[src/rtl/onehot_to_binary_pipe.sv]
// rtl/onehot_to_binary_pipe.sv - one-hot to binary decoder with one ready/valid output stage
// Flags all-zero or multi-hot words and counts accepted illegal words in a saturating counter.
module onehot_to_binary_pipe #(
    parameter int input_width = 4,
    parameter int count_width = 8
) (
    input  logic                        clk,
    input  logic                        rst,
    input  logic [2**input_width-1:0]   onehot_input,
    input  logic                        in_valid,
    output logic                        in_ready,
    output logic [input_width-1:0]      binary_output,
    output logic                        onehot_error,
    output logic                        out_valid,
    input  logic                        out_ready,
    output logic [count_width-1:0]      error_count,
    input  logic                        clear_count
);

    localparam int onehot_width = 2**input_width;
    localparam logic [onehot_width-1:0] one_c = {{(onehot_width-1){1'b0}}, 1'b1};

    typedef enum logic {
        EMPTY = 1'b0,
        FULL  = 1'b1
    } state_t;

    state_t                   state_q, state_d;
    logic [input_width-1:0]   bin_q, bin_d;
    logic                     err_q, err_d;
    logic [count_width-1:0]   cnt_q, cnt_d;

    logic [input_width-1:0]   dec_idx;
    logic                     dec_illegal;
    logic                     in_xfer;
    logic                     out_xfer;

    // Downward scan so the last assignment wins: lowest set bit for multi-hot words.
    always_comb begin
        dec_idx = '0;
        for (int i = onehot_width - 1; i >= 0; i--) begin
            if (onehot_input[i]) begin
                dec_idx = input_width'(i);
            end
        end
        dec_illegal = (onehot_input == '0) || ((onehot_input & (onehot_input - one_c)) != '0);
    end

    assign in_ready = (state_q == EMPTY) || out_ready;
    assign in_xfer  = in_valid && in_ready;
    assign out_xfer = (state_q == FULL) && out_ready;

    always_comb begin
        state_d = state_q;
        bin_d   = bin_q;
        err_d   = err_q;
        case (state_q)
            EMPTY: begin
                if (in_xfer) begin
                    state_d = FULL;
                end
            end
            FULL: begin
                if (out_xfer && !in_xfer) begin
                    state_d = EMPTY;
                end
            end
            default: state_d = EMPTY;
        endcase
        if (in_xfer) begin
            bin_d = dec_idx;
            err_d = dec_illegal;
        end
    end

    // Clear has priority, so an illegal word accepted on the clearing edge is not counted.
    always_comb begin
        cnt_d = cnt_q;
        if (clear_count) begin
            cnt_d = '0;
        end else if (in_xfer && dec_illegal && (cnt_q != '1)) begin
            cnt_d = cnt_q + 1'b1;
        end
    end

    always_ff @(posedge clk or posedge rst) begin
        if (rst) begin
            state_q <= EMPTY;
            bin_q   <= '0;
            err_q   <= 1'b0;
            cnt_q   <= '0;
        end else begin
            state_q <= state_d;
            bin_q   <= bin_d;
            err_q   <= err_d;
            cnt_q   <= cnt_d;
        end
    end

    assign out_valid     = (state_q == FULL);
    assign binary_output = bin_q;
    assign onehot_error  = err_q;
    assign error_count   = cnt_q;

endmodule

[config.mk]
export PLATFORM = sky130hd
export DESIGN_NAME = onehot_to_binary_pipe
export DESIGN_NICKNAME = d
export VERILOG_FILES = /design/src/rtl/onehot_to_binary_pipe.sv
export SDC_FILE = /design/constraint.sdc
export NUM_CORES = 1
export LEC_CHECK = 0
export CAP_MARGIN = 25
export CORE_UTILIZATION = 37
export DETAILED_ROUTE_END_ITERATION = 8
export PLACE_DENSITY = 0.68
export REMOVE_ABC_BUFFERS = 1
export SLEW_MARGIN = 20
export SYNTH_ARGS = -nofsm -noshare
export SYNTH_HDL_FRONTEND = slang
export SYNTH_SLANG_ARGS = --single-unit
[constraint.sdc]
create_clock -name clk -period 2.71 [get_ports clk]
set_input_delay 0.4065 -clock clk [delete_from_list [all_inputs] [get_ports clk]]
set_output_delay 0.4065 -clock clk [all_outputs]
set_load 0.005 [all_outputs]
==> results of run 1 <==
-- area by class of cell --
type	instances	area share [%]
clock buffer	4	2.257
inverter	6	1.401
multi-input combinational	91	40.62
sequential	14	21.79
tap	30	2.335
timing repair buffer	56	31.60
-- critical path, cell delays in order --
cell	delay, ns
clkdlybuf4s50_1	0.49
nor4_4	0.45
nand2_4	0.11
o41a_1	0.40
a22oi_2	0.31
a211oi_2	0.14
nand3_1	0.12
mux2_1	0.32
-- cell usage after synthesis (3+ instances only) --
| cell | instances |
|---|---|
| nor3_1 | 4 |
| nand2_1 | 7 |
| nor2_1 | 13 |
| dfrtp_1 | 14 |
| mux2_1 | 3 |
| nor2b_1 | 3 |
| nand4_1 | 4 |
| inv_1 | 6 |
| o21ai_0 | 7 |
| nand3_1 | 7 |
| a21oi_1 | 4 |
-- stage by stage --
stage	setup TNS, ns	cell area [sq um]	util, %	hold WS (ns)
finish	0	1608	62.62	0.4458
global route	0	1608	62.62	0.4795
CTS	0	1608	62.62	0.4610
detailed placement	-0.7369	1572	61.21	0.4813
global placement	-0.3093	1572	61.21	0.4616
floorplan	0	1026	-	0.2957
-- layer usage --
metal | vias to the layer above | global-route usage (%)
li1 | 548 | -
met5 | - | 0
met3 | 5 | 3.005
met4 | 0 | 12.50
met1 | 539 | 24.62
met2 | 53 | 36.55
-- flip-flops by register name, summed over array words and instances (netlist names) --
| signal | flops |
|---|---|
| binary_output | 4 |
| error_count | 8 |
| onehot_error | 1 |
| out_valid | 1 |
-- cells in the final DEF (no fill, tap or decap), types with 2 or more instances in the layout --
cell             count
a21oi_1              4
buf_4               21
nor2_1              13
or3_1                2
mux2_1               3
nand4_1              4
a211oi_1             2
nor3_1               4
nor2b_1              3
inv_1                6
nand2b_1             2
clkdlybuf4s50_1     35
nor4_4               2
nand3_1              7
a21boi_0             2
nand2_1              7
xnor2_1              2
o21bai_1             2
o21ai_0              7
o41a_1               2
dfrtp_1             14
clkbuf_4             3
-- where the power goes --
group	total, mW	internal (mW)	switching, mW
Clock	0.152	0.0820	0.0696
Sequential	0.226	0.219	0.00733
Combinational	0.147	0.0815	0.0652
Total	0.524	0.382	0.142
-- logic make-up (layout without fill, tap and decap cells) --
family | count (synthesis) | in the layout
AND/OR/NAND/NOR | 48 | 48
AO/OA/AOI/OAI | 36 | 36
flip-flops | 14 | 14
buffers and inverters | 9 | 66
multiplexers | 4 | 4
XOR/XNOR | 2 | 2
adder cells (fa/ha/maj) | 1 | 1
-- final timing paths --
kind                                           endpoint  slack (ns)  depth (start not counted)
setup / recovery             error_count[7]$_DFFE_PP0P_        0.15                          8
hold reg to reg            binary_output[2]$_DFFE_PP0P_        0.49                          2
setup reg to reg             error_count[7]$_DFFE_PP0P_        0.94                          6
max in group asynchronous    error_count[4]$_DFFE_PP0P_        1.90                          2
min in group clk           binary_output[2]$_DFFE_PP0P_        0.49                          2
hold / removal               error_count[2]$_DFFE_PP0P_        0.45                          2
==> metrics.txt, run 1 <==
CTS Hold Bufs 0; Worst-path clk slew 0.09 ns; CP startpoint onehot_input[3]; Post-Syn Area approximately 0.0010 sq mm; I/O pins 36; compound-cell area share of the yosys netlist about 29%; syn avg cell area a little over 9 sq um; CTS Root Cell clkbuf_4; Starting Density between 40% and 50%; pwr dens 326.0 mW/mm^2; crit path max fanout 5; sequential fraction of the synthesis area around 34%; RSZ-0062 raised after global routing no; Yosys warning total 0; worst-skew pair later-pin latency a little under 0.3 ns; Yosys cell types 44; max frequency roughly 390 MHz; Routed Antenna Nets 0; Die H between 50 and 60 microns; Max-Cap Viols 0; VDD IR max roughly 0.28 mV; post-synthesis mux area share ~4.2%; final worst clock skew 0.01013 ns; FF/Latch Area roughly 350 sq um; via count 1145; drt pass-1 iters 7; top routing layer used met4; Pwr Total 0.5242 mW; sum of routed wire segments on met1 approximately 1200 microns; Synth Area in Adders 1.205%; DRC violation count after routing 0; WP data required between 2 and 3 ns; gr ovfl total 0; setup ws final 0.1468 ns; Synth area leaders dfrtp_1 (34%), nor2_1 (4.7%), nor4_4 (4.1%); Max-Slew Margin vs Limit between 60 and 70%; die area a little over 0.003 sq mm; CTS H-tree depth 1; Detail Route met2 WL 1427 microns; crit start category input pin; number of global-route vias before repair roughly 1100; CTS tree yes; post-synthesis simple-gate area fraction about a quarter; CP Capture Type flop; final WL 2876 microns; share of cells above drive strength 1 just under 20%; largest net degree at the start of global routing 15; share of synthesized flip-flops with an asynchronous set or reset 100.0%; Mapped Cells approximately 110; met3 WL around 180 microns; detail-routed via count per cell roughly 5.7; Clock Tree Buf Depth 2; clk sinks 14; area occupied by multi-input gates between 600 and 700 sq um; Tightest Pin Transition approximately 0.53 ns; #FFs+latches synth 14; R2R Path Start error_count[0]$_DFFE_PP0P_; endpoints failing setup 0; final-report hold violation count 0; Final nets ~190; post-synthesis xor/xnor area fraction 1.687%; Fillers 237; status complete, no violations; gpl congestion between 0.8 and 0.9; n_diodes 0; cell accounting for the most synthesized area dfrtp_1; port buffer count 35; area growth from synthesis to layout 54.82%; initial antenna violation count 0; Crit Path Class input pin to flop; Period minus WS final between 2 and 3 ns; Non-Filler Instances between 200 and 250; core area about 0.0026 sq mm; first-pass GRT wire length between 4000 and 5000 microns; DR WL/cell 14.31 microns; period utilisation layout 94.58%; Total GRT Usage between 20% and 30%; setup repair bufs after CTS 0; Num CTS Buffers 3; # rows 18; Synth top area share 33.73%; LEAKAGE roughly 0.66 nW; Placed Cells just under 200; Arr. time, crit path between 2 and 3 ns; Post-synth EDFFs 0; largest family of logic cells by synthesized area compound AO/OA/AOI/OAI gates; Main synth FF type dfrtp_1; Final Max Tran Viols 0; post-CTS resize count 0; Post-Place Worst Slack -0.1529 ns; DRT iter0 DRCs 26; Die Wd approximately 55 microns; placed wire-length estimate around 2300 microns; HP Class input pin to asynchronous set/reset pin
No activity file was read; power rests on OpenSTA's default activity.
==> run 2: changes to the inputs <==
--- a/config.mk
+++ b/config.mk
@@ -5,10 +5,11 @@
 export SDC_FILE = /design/constraint.sdc
 export NUM_CORES = 1
 export LEC_CHECK = 0
+export ABC_AREA = 1
 export CAP_MARGIN = 25
 export CORE_UTILIZATION = 37
 export DETAILED_ROUTE_END_ITERATION = 8
-export PLACE_DENSITY = 0.68
+export PLACE_DENSITY = 0.66
 export REMOVE_ABC_BUFFERS = 1
 export SLEW_MARGIN = 20
 export SYNTH_ARGS = -nofsm -noshare
==> run 2 against run 1 <==
The flow now finishes with violations (design-rule violations). Global-route usage decreased by 2.6 points. Clock power about the same. Die area increased by 8.2%. Area after synthesis increased by 8.6%. First-iteration DRC count increased by 130%. Total power increased by 2.8%. Synthesized cell count increased by 54%. Critical endpoint is now error_count[1]$_DFFE_PP0P_. Largest cell class unchanged.
==> metrics.txt, run 2 <==
Starting Density between 30% and 40%; Max-Cap Viols 0; failing checks design-rule violations; Synth area leaders dfrtp_1 (31%), nand2_1 (21%), inv_1 (7.7%); sequential fraction of the synthesis area between 30% and 40%; Crit Path Class input pin to flop; commonest non-fill, non-tap cell in the layout nand2_1; largest net degree at the start of global routing 15; gr ovfl total 0; syn avg cell area ~6.4 sq um; Slowest-stage cell, CP clkdlybuf4s50_1; CTS tree yes; DR WL/cell 11.08 microns; RSZ-0062 raised after global routing no; Final Max Tran Viols 0; Synth top area share between 30% and 40%; Buf/Inv on CP 2; post-synthesis xor/xnor area fraction slightly above 3%; crit path max fanout 9; Post-Syn Area between 0.001 and 0.0015 sq mm; initial antenna violation count 0; Period minus WS final approximately 1.9 ns; final-report hold violation count 0; Pwr Total between 0.5 and 0.6 mW; final worst clock skew a little under 0.005 ns; DRC violation count after routing 2; CTS Hold Bufs 0; drt pass-1 iters 6; Routed Antenna Nets 0; Yosys warning total 0; I/O pins 36; Tightest Pin Transition about 0.56 ns; crit start category input pin; placed cell area ~0.0015 sq mm; number of global-route vias before repair 1192; Main synth FF type dfrtp_1; largest stage delay on the critical path ~0.46 ns; Die H ~57 microns; LEAKAGE 0.7656 nW; share of synthesized flip-flops with an asynchronous set or reset 100.0%; n_diodes 0; final WL around 2700 microns; cell accounting for the most synthesized area dfrtp_1; port buffer count 35; via count between 1000 and 1500; #FFs+latches synth 14; status finished with violations; dominant delay contributor by cell family on the critical path simple AND/OR/NAND/NOR gates; Die Wd around 57 microns; Commonest cells post-synth nand2_1 (62), inv_1 (23), nor2_1 (22), dfrtp_1 (14), nand3_1 (12); commonest non-fill, non-tap cells in the layout nand2_1 (62), clkdlybuf4s50_1 (35), inv_1 (23), nor2_1 (22), dfrtp_1 (14); Yosys cell types 28; Final nets 237; post-CTS resize count 0; area growth from synthesis to layout 37.29%; Post-synth EDFFs 0; setup repair bufs after CTS 0; HP Class input pin to asynchronous set/reset pin; fin area around 0.0015 sq mm; share of cells above drive strength 1 ~7.9%; Worst-path clk slew ~0.090 ns; Worst path depth 13; R2R depth 8; first-pass GRT wire length roughly 4900 microns; cell with the most instances after synthesis nand2_1; gpl congestion between 0.8 and 0.9; crit-path cells clkdlybuf4s50_1 > nor2_2 > nand3_2 > nor2_4 > inv_2 > o21ai_2 > nand2_2 > nor2_4 > nand3b_4 > nand3_4 > nand2_4 > nand2_1 > nand2_1; Clock Tree Buf Depth 2; period utilisation layout 71.34%; Max-Slew Margin vs Limit between 60% and 70%; largest family of logic cells by synthesized area simple AND/OR/NAND/NOR gates; endpoints failing setup 0; die area 0.003272 sq mm; core area about 0.0028 sq mm; max frequency 517.3 MHz; Mapped Cells 176; post-synthesis mux area share 0%; Synth Area in Adders ~1.1%; Num CTS Buffers 3; CTS Root Cell clkbuf_4; VDD IR max approximately 0.31 mV; placed wire-length estimate 2143 microns; compound-cell area share of the yosys netlist just under 10%; WP data required roughly 2.9 ns; CP Capture Type flop; max reg flops 8; DRT iter0 DRCs just over 60; # rows 19; Total GRT Usage around 19%; final setup TNS 0 ns; pwr dens 348.1 mW/mm^2; clk sinks 14; Arr. time, crit path ~2.1 ns; CTS H-tree depth 1; worst-skew pair later-pin latency 0.29 ns; detail-routed via count per cell between 4 and 5; post-synthesis simple-gate area fraction between 40% and 50%
[run 2: changes by cell type after synthesis, moves of 3 or more]
cell and delta:
xor2_1 +3, inv_1 +17, mux2_1 -3, nor2b_1 -3
nor2_1 +9, nand2_1 +55, nand3_1 +5, o21ai_0 -4
inv_2 +3
[run 2: path summary, 6_finish.rpt]
kind,start,to,slack (ns)
min in group clk,onehot_error$_DFFE_PP0P_,onehot_error$_DFFE_PP0P_,0.49
min,rst,error_count[7]$_DFFE_PP0P_,0.46
max reg2reg,error_count[0]$_DFFE_PP0P_,error_count[1]$_DFFE_PP0P_,1.14
max,onehot_input[2],error_count[1]$_DFFE_PP0P_,0.78
min reg2reg,onehot_error$_DFFE_PP0P_,onehot_error$_DFFE_PP0P_,0.49
max in group asynchronous,rst,error_count[1]$_DFFE_PP0P_,1.89
[run 2: metrics by stage]
| stage | hold slack, ns | util, % | setup WS, ns | instances |
|---|---|---|---|---|
| final | 0.4572 | 54.71 | 0.7767 | 245 |
| after global routing | 0.5254 | 54.71 | 0.5863 | 245 |
| after CTS | 0.4825 | 54.71 | 0.7734 | 245 |
| after detailed placement | 0.4729 | 53.43 | 0.4754 | 241 |
| after global placement | 0.4655 | 53.43 | 0.4929 | 241 |
| after floorplan | 0.2957 | - | 1.123 | 175 |
[run 2: worst register-to-register path: stages, from the launching register on]
cell and delay, ns:
dfrtp_1 0.41, ha_1 0.20, nand2_1 0.08, nor3_1 0.25
nand2_1 0.13, nand3_4 0.16, nand2_4 0.10, nand2_1 0.08
nand2_1 0.05
[run 2: metal layers]
metal | GRT usage, % | share of wire [%]
met1 | 22.81 | 47
met2 | 34.12 | 47
met3 | 1.587 | 4.5
met5 | 0 | 0
met4 | 6.272 | 1.4
[run 2: cell type report]
class,instances,area [sq um]
Inverter,27,101.3
Sequential cell,14,350.3
Timing Repair Buffer,35,350.3
Fill cell,302,1281
Clock buffer,4,36.28
Tap cell,31,38.79
Multi-Input combinational cell,134,670.6
[run 2: report_power, final]
group,leakage [nW],switching (mW),total (mW),internal (mW)
Sequential,0.185,0.0115,0.233,0.222
Combinational,0.560,0.0742,0.151,0.0769
Clock,0.0210,0.0724,0.154,0.0819
[run 2: cell families after synthesis]
group           Yosys count
compound gates           17
flops                    14
xor+xnor                  4
fa+ha+maj                 1
simple gates            112
buf+inv                  28
==> run 3: changes to the inputs <==
==> constraint.sdc (replaced) <==
create_clock -name clk -period 1.8 [get_ports clk]
set_input_delay 0.27 -clock clk [delete_from_list [all_inputs] [get_ports clk]]
set_output_delay 0.27 -clock clk [all_outputs]
set_load 0.005 [all_outputs]
==> run 3 against run 2 <==
The run still ends with design-rule violations left. Final cell count grew 13%. Total power grew 51%. First-iteration DRC count grew 9.8%. Clock skew shrank 0.0025 ns. Via count grew 13%. Non-clock buffer count grew 31.
==> metrics.txt, run 3 (synthesis gave the netlist of run 2 again) <==
Clock Power Share a little over a fifth; first-pass GRT wire length ~5500 microns; LEAKAGE 0.9845 nW; crit path max fanout 8; net switching power around 0.25 mW; clk sinks 14; Placed Cells ~270; setup ws final approximately 0.13 ns; met3 WL between 100 and 150 microns; sw frac about 31%; period utilisation layout 93.04%; DRC violation count after routing 2; CTS Root Cell clkbuf_4; Total GRT Usage about a fifth; number of global-route vias before repair roughly 1300; gpl congestion around 0.84; sum of routed wire segments on met1 approximately 1400 microns; core area between 0.002 and 0.003 sq mm; port buffer count 35; I/O pins 36; Num CTS Buffers 3; commonest non-fill, non-tap cell in the layout nand2_1; Period minus WS final ~1.7 ns; VDD IR max 0.3332 mV; Clock Tree Buf Depth 2; failing checks design-rule violations; placed cell area 0.001707 sq mm; initial antenna violation count 0; DR WL/cell around 12 microns; Non-Filler Instances ~280; Tightest Pin Transition approximately 0.53 ns; RSZ-0062 raised after global routing no; Flop pwr share a little over two fifths; n_diodes 0; Routed Antenna Nets 0; gr ovfl total 0; worst-skew pair later-pin latency between 0.2 and 0.3 ns; final WL between 3000 and 4000 microns; CP Capture Type flop; Detail Route met2 WL roughly 1800 microns; Crit Path Class input pin to flop; via count 1371; WP data required about 2.0 ns; Final nets between 200 and 300; Die Wd 57.20 microns; endpoints failing setup 0; Fillers 264; die area ~0.0033 sq mm; placed wire-length estimate ~2500 microns; detail-routed via count per cell 4.967; largest net degree at the start of global routing 15; HP Class input pin to asynchronous set/reset pin; DRT iter0 DRCs 67; CTS H-tree depth 1; pwr dens between 400 and 500 mW/mm^2; # rows 19; max frequency 597.1 MHz; internal power approximately 0.57 mW; commonest non-fill, non-tap cells in the layout nand2_1 (58), buf_4 (31), clkdlybuf4s50_1 (27), inv_1 (18); final-report hold violation count 0; Arr. time, crit path 1.85 ns; status finished with violations; Layout Utilization 65.37%; Starting Density around two fifths; Die H roughly 57 microns; max reg flops 8; share of cells above drive strength 1 between 20% and 30%; Final Max Tran Viols 0; final worst clock skew approximately 0.0025 ns; fin area roughly 0.0018 sq mm; drt pass-1 iters 6; crit start category input pin; Post-Place Worst Slack -0.2930 ns; Max-Slew Margin vs Limit roughly two thirds; Combinational Power Share between 30% and 40%; Max-Cap Viols 0; Worst-path clk slew 0.08 ns; CTS tree yes; top routing layer used met4; area growth from synthesis to layout 64.04%
## run 3: cell count changes in the layout (fill, tap and decap cells not counted), moves of 2 or more
| cell | before | now |
|---|---|---|
| dlymetal6s2s_1 | 0 | 8 |
| inv_1 | 23 | 18 |
| nor2_1 | 22 | 14 |
| clkdlybuf4s50_1 | 35 | 27 |
| nand2_2 | 1 | 5 |
| buf_4 | 0 | 31 |
| nor2_2 | 2 | 9 |
| nand2_1 | 62 | 58 |
| inv_2 | 3 | 8 |
| nand3_2 | 1 | 3 |
| o21ai_2 | 1 | 3 |
## run 3: area by class of cell
class	count	area, sq um	area share [%]
multi-input cells	135	733.2	39.65
repair buffers	66	603.1	32.61
flip-flops and latches	14	350.3	18.94
inverters	27	101.3	5.480
well taps	31	38.79	2.097
clock buffers	3	22.52	1.218
## run 3: final timing paths
| kind | startpoint | endpoint | slack (ns) | depth (start not counted) |
|---|---|---|---|---|
| min in group clk | onehot_input[0] | binary_output[0]$_DFFE_PP0P_ | 0.42 | 5 |
| max reg2reg | error_count[1]$_DFFE_PP0P_ | error_count[5]$_DFFE_PP0P_ | 0.22 | 8 |
| min | rst | error_count[1]$_DFFE_PP0P_ | 0.32 | 2 |
| max in group asynchronous | rst | binary_output[3]$_DFFE_PP0P_ | 1.14 | 2 |
| min reg2reg | onehot_error$_DFFE_PP0P_ | onehot_error$_DFFE_PP0P_ | 0.49 | 2 |
| max | onehot_input[9] | error_count[5]$_DFFE_PP0P_ | 0.13 | 12 |
## run 3: critical path: stages
cell and delay [ns]:
clkdlybuf4s50_1 0.45, nor2_2 0.17, nand2_2 0.10, inv_1 0.09, nand4_1 0.12, nand2_1 0.08
nand2_1 0.06, nand3b_4 0.19, nand3_4 0.11, nand2_4 0.09, nand2_1 0.08, nand2_1 0.05
## run 3: stage by stage
| stage | hold slack (ns) | setup TNS, ns | power [mW] |
|---|---|---|---|
| finish | 0.3165 | 0 | 0.8159 |
| global route | 0.3754 | 0 | 0.8717 |
| CTS | 0.3434 | 0 | 0.8011 |
| detailed placement | 0.4749 | -2.416 | 0.6238 |
| global placement | 0.4666 | -1.985 | 0.6189 |
| floorplan | 0.1592 | 0 | 0.4636 |
## run 3: repair_timing
item / in CTS / in global routing
resized for setup: 0 / 31
hold buffers: 0 / 0
setup endpoints to repair: 0 / 8
setup buffers: 0 / 5
## run 3: routing by layer
metal	global-route usage (%)	vias up
met5	0	-
li1	-	696
met3	1.361	7
met4	7.317	0
met1	26.33	620
met2	39.16	48
## run 3: power by group through the flow
stage,combinational [mW],clock [mW],sequential [mW]
after global placement,0.262,0,0.357
final,0.286,0.179,0.351
after detailed placement,0.266,0,0.358
after global routing,0.317,0.199,0.356
after CTS,0.268,0.181,0.352
after floorplan,0.107,0,0.357
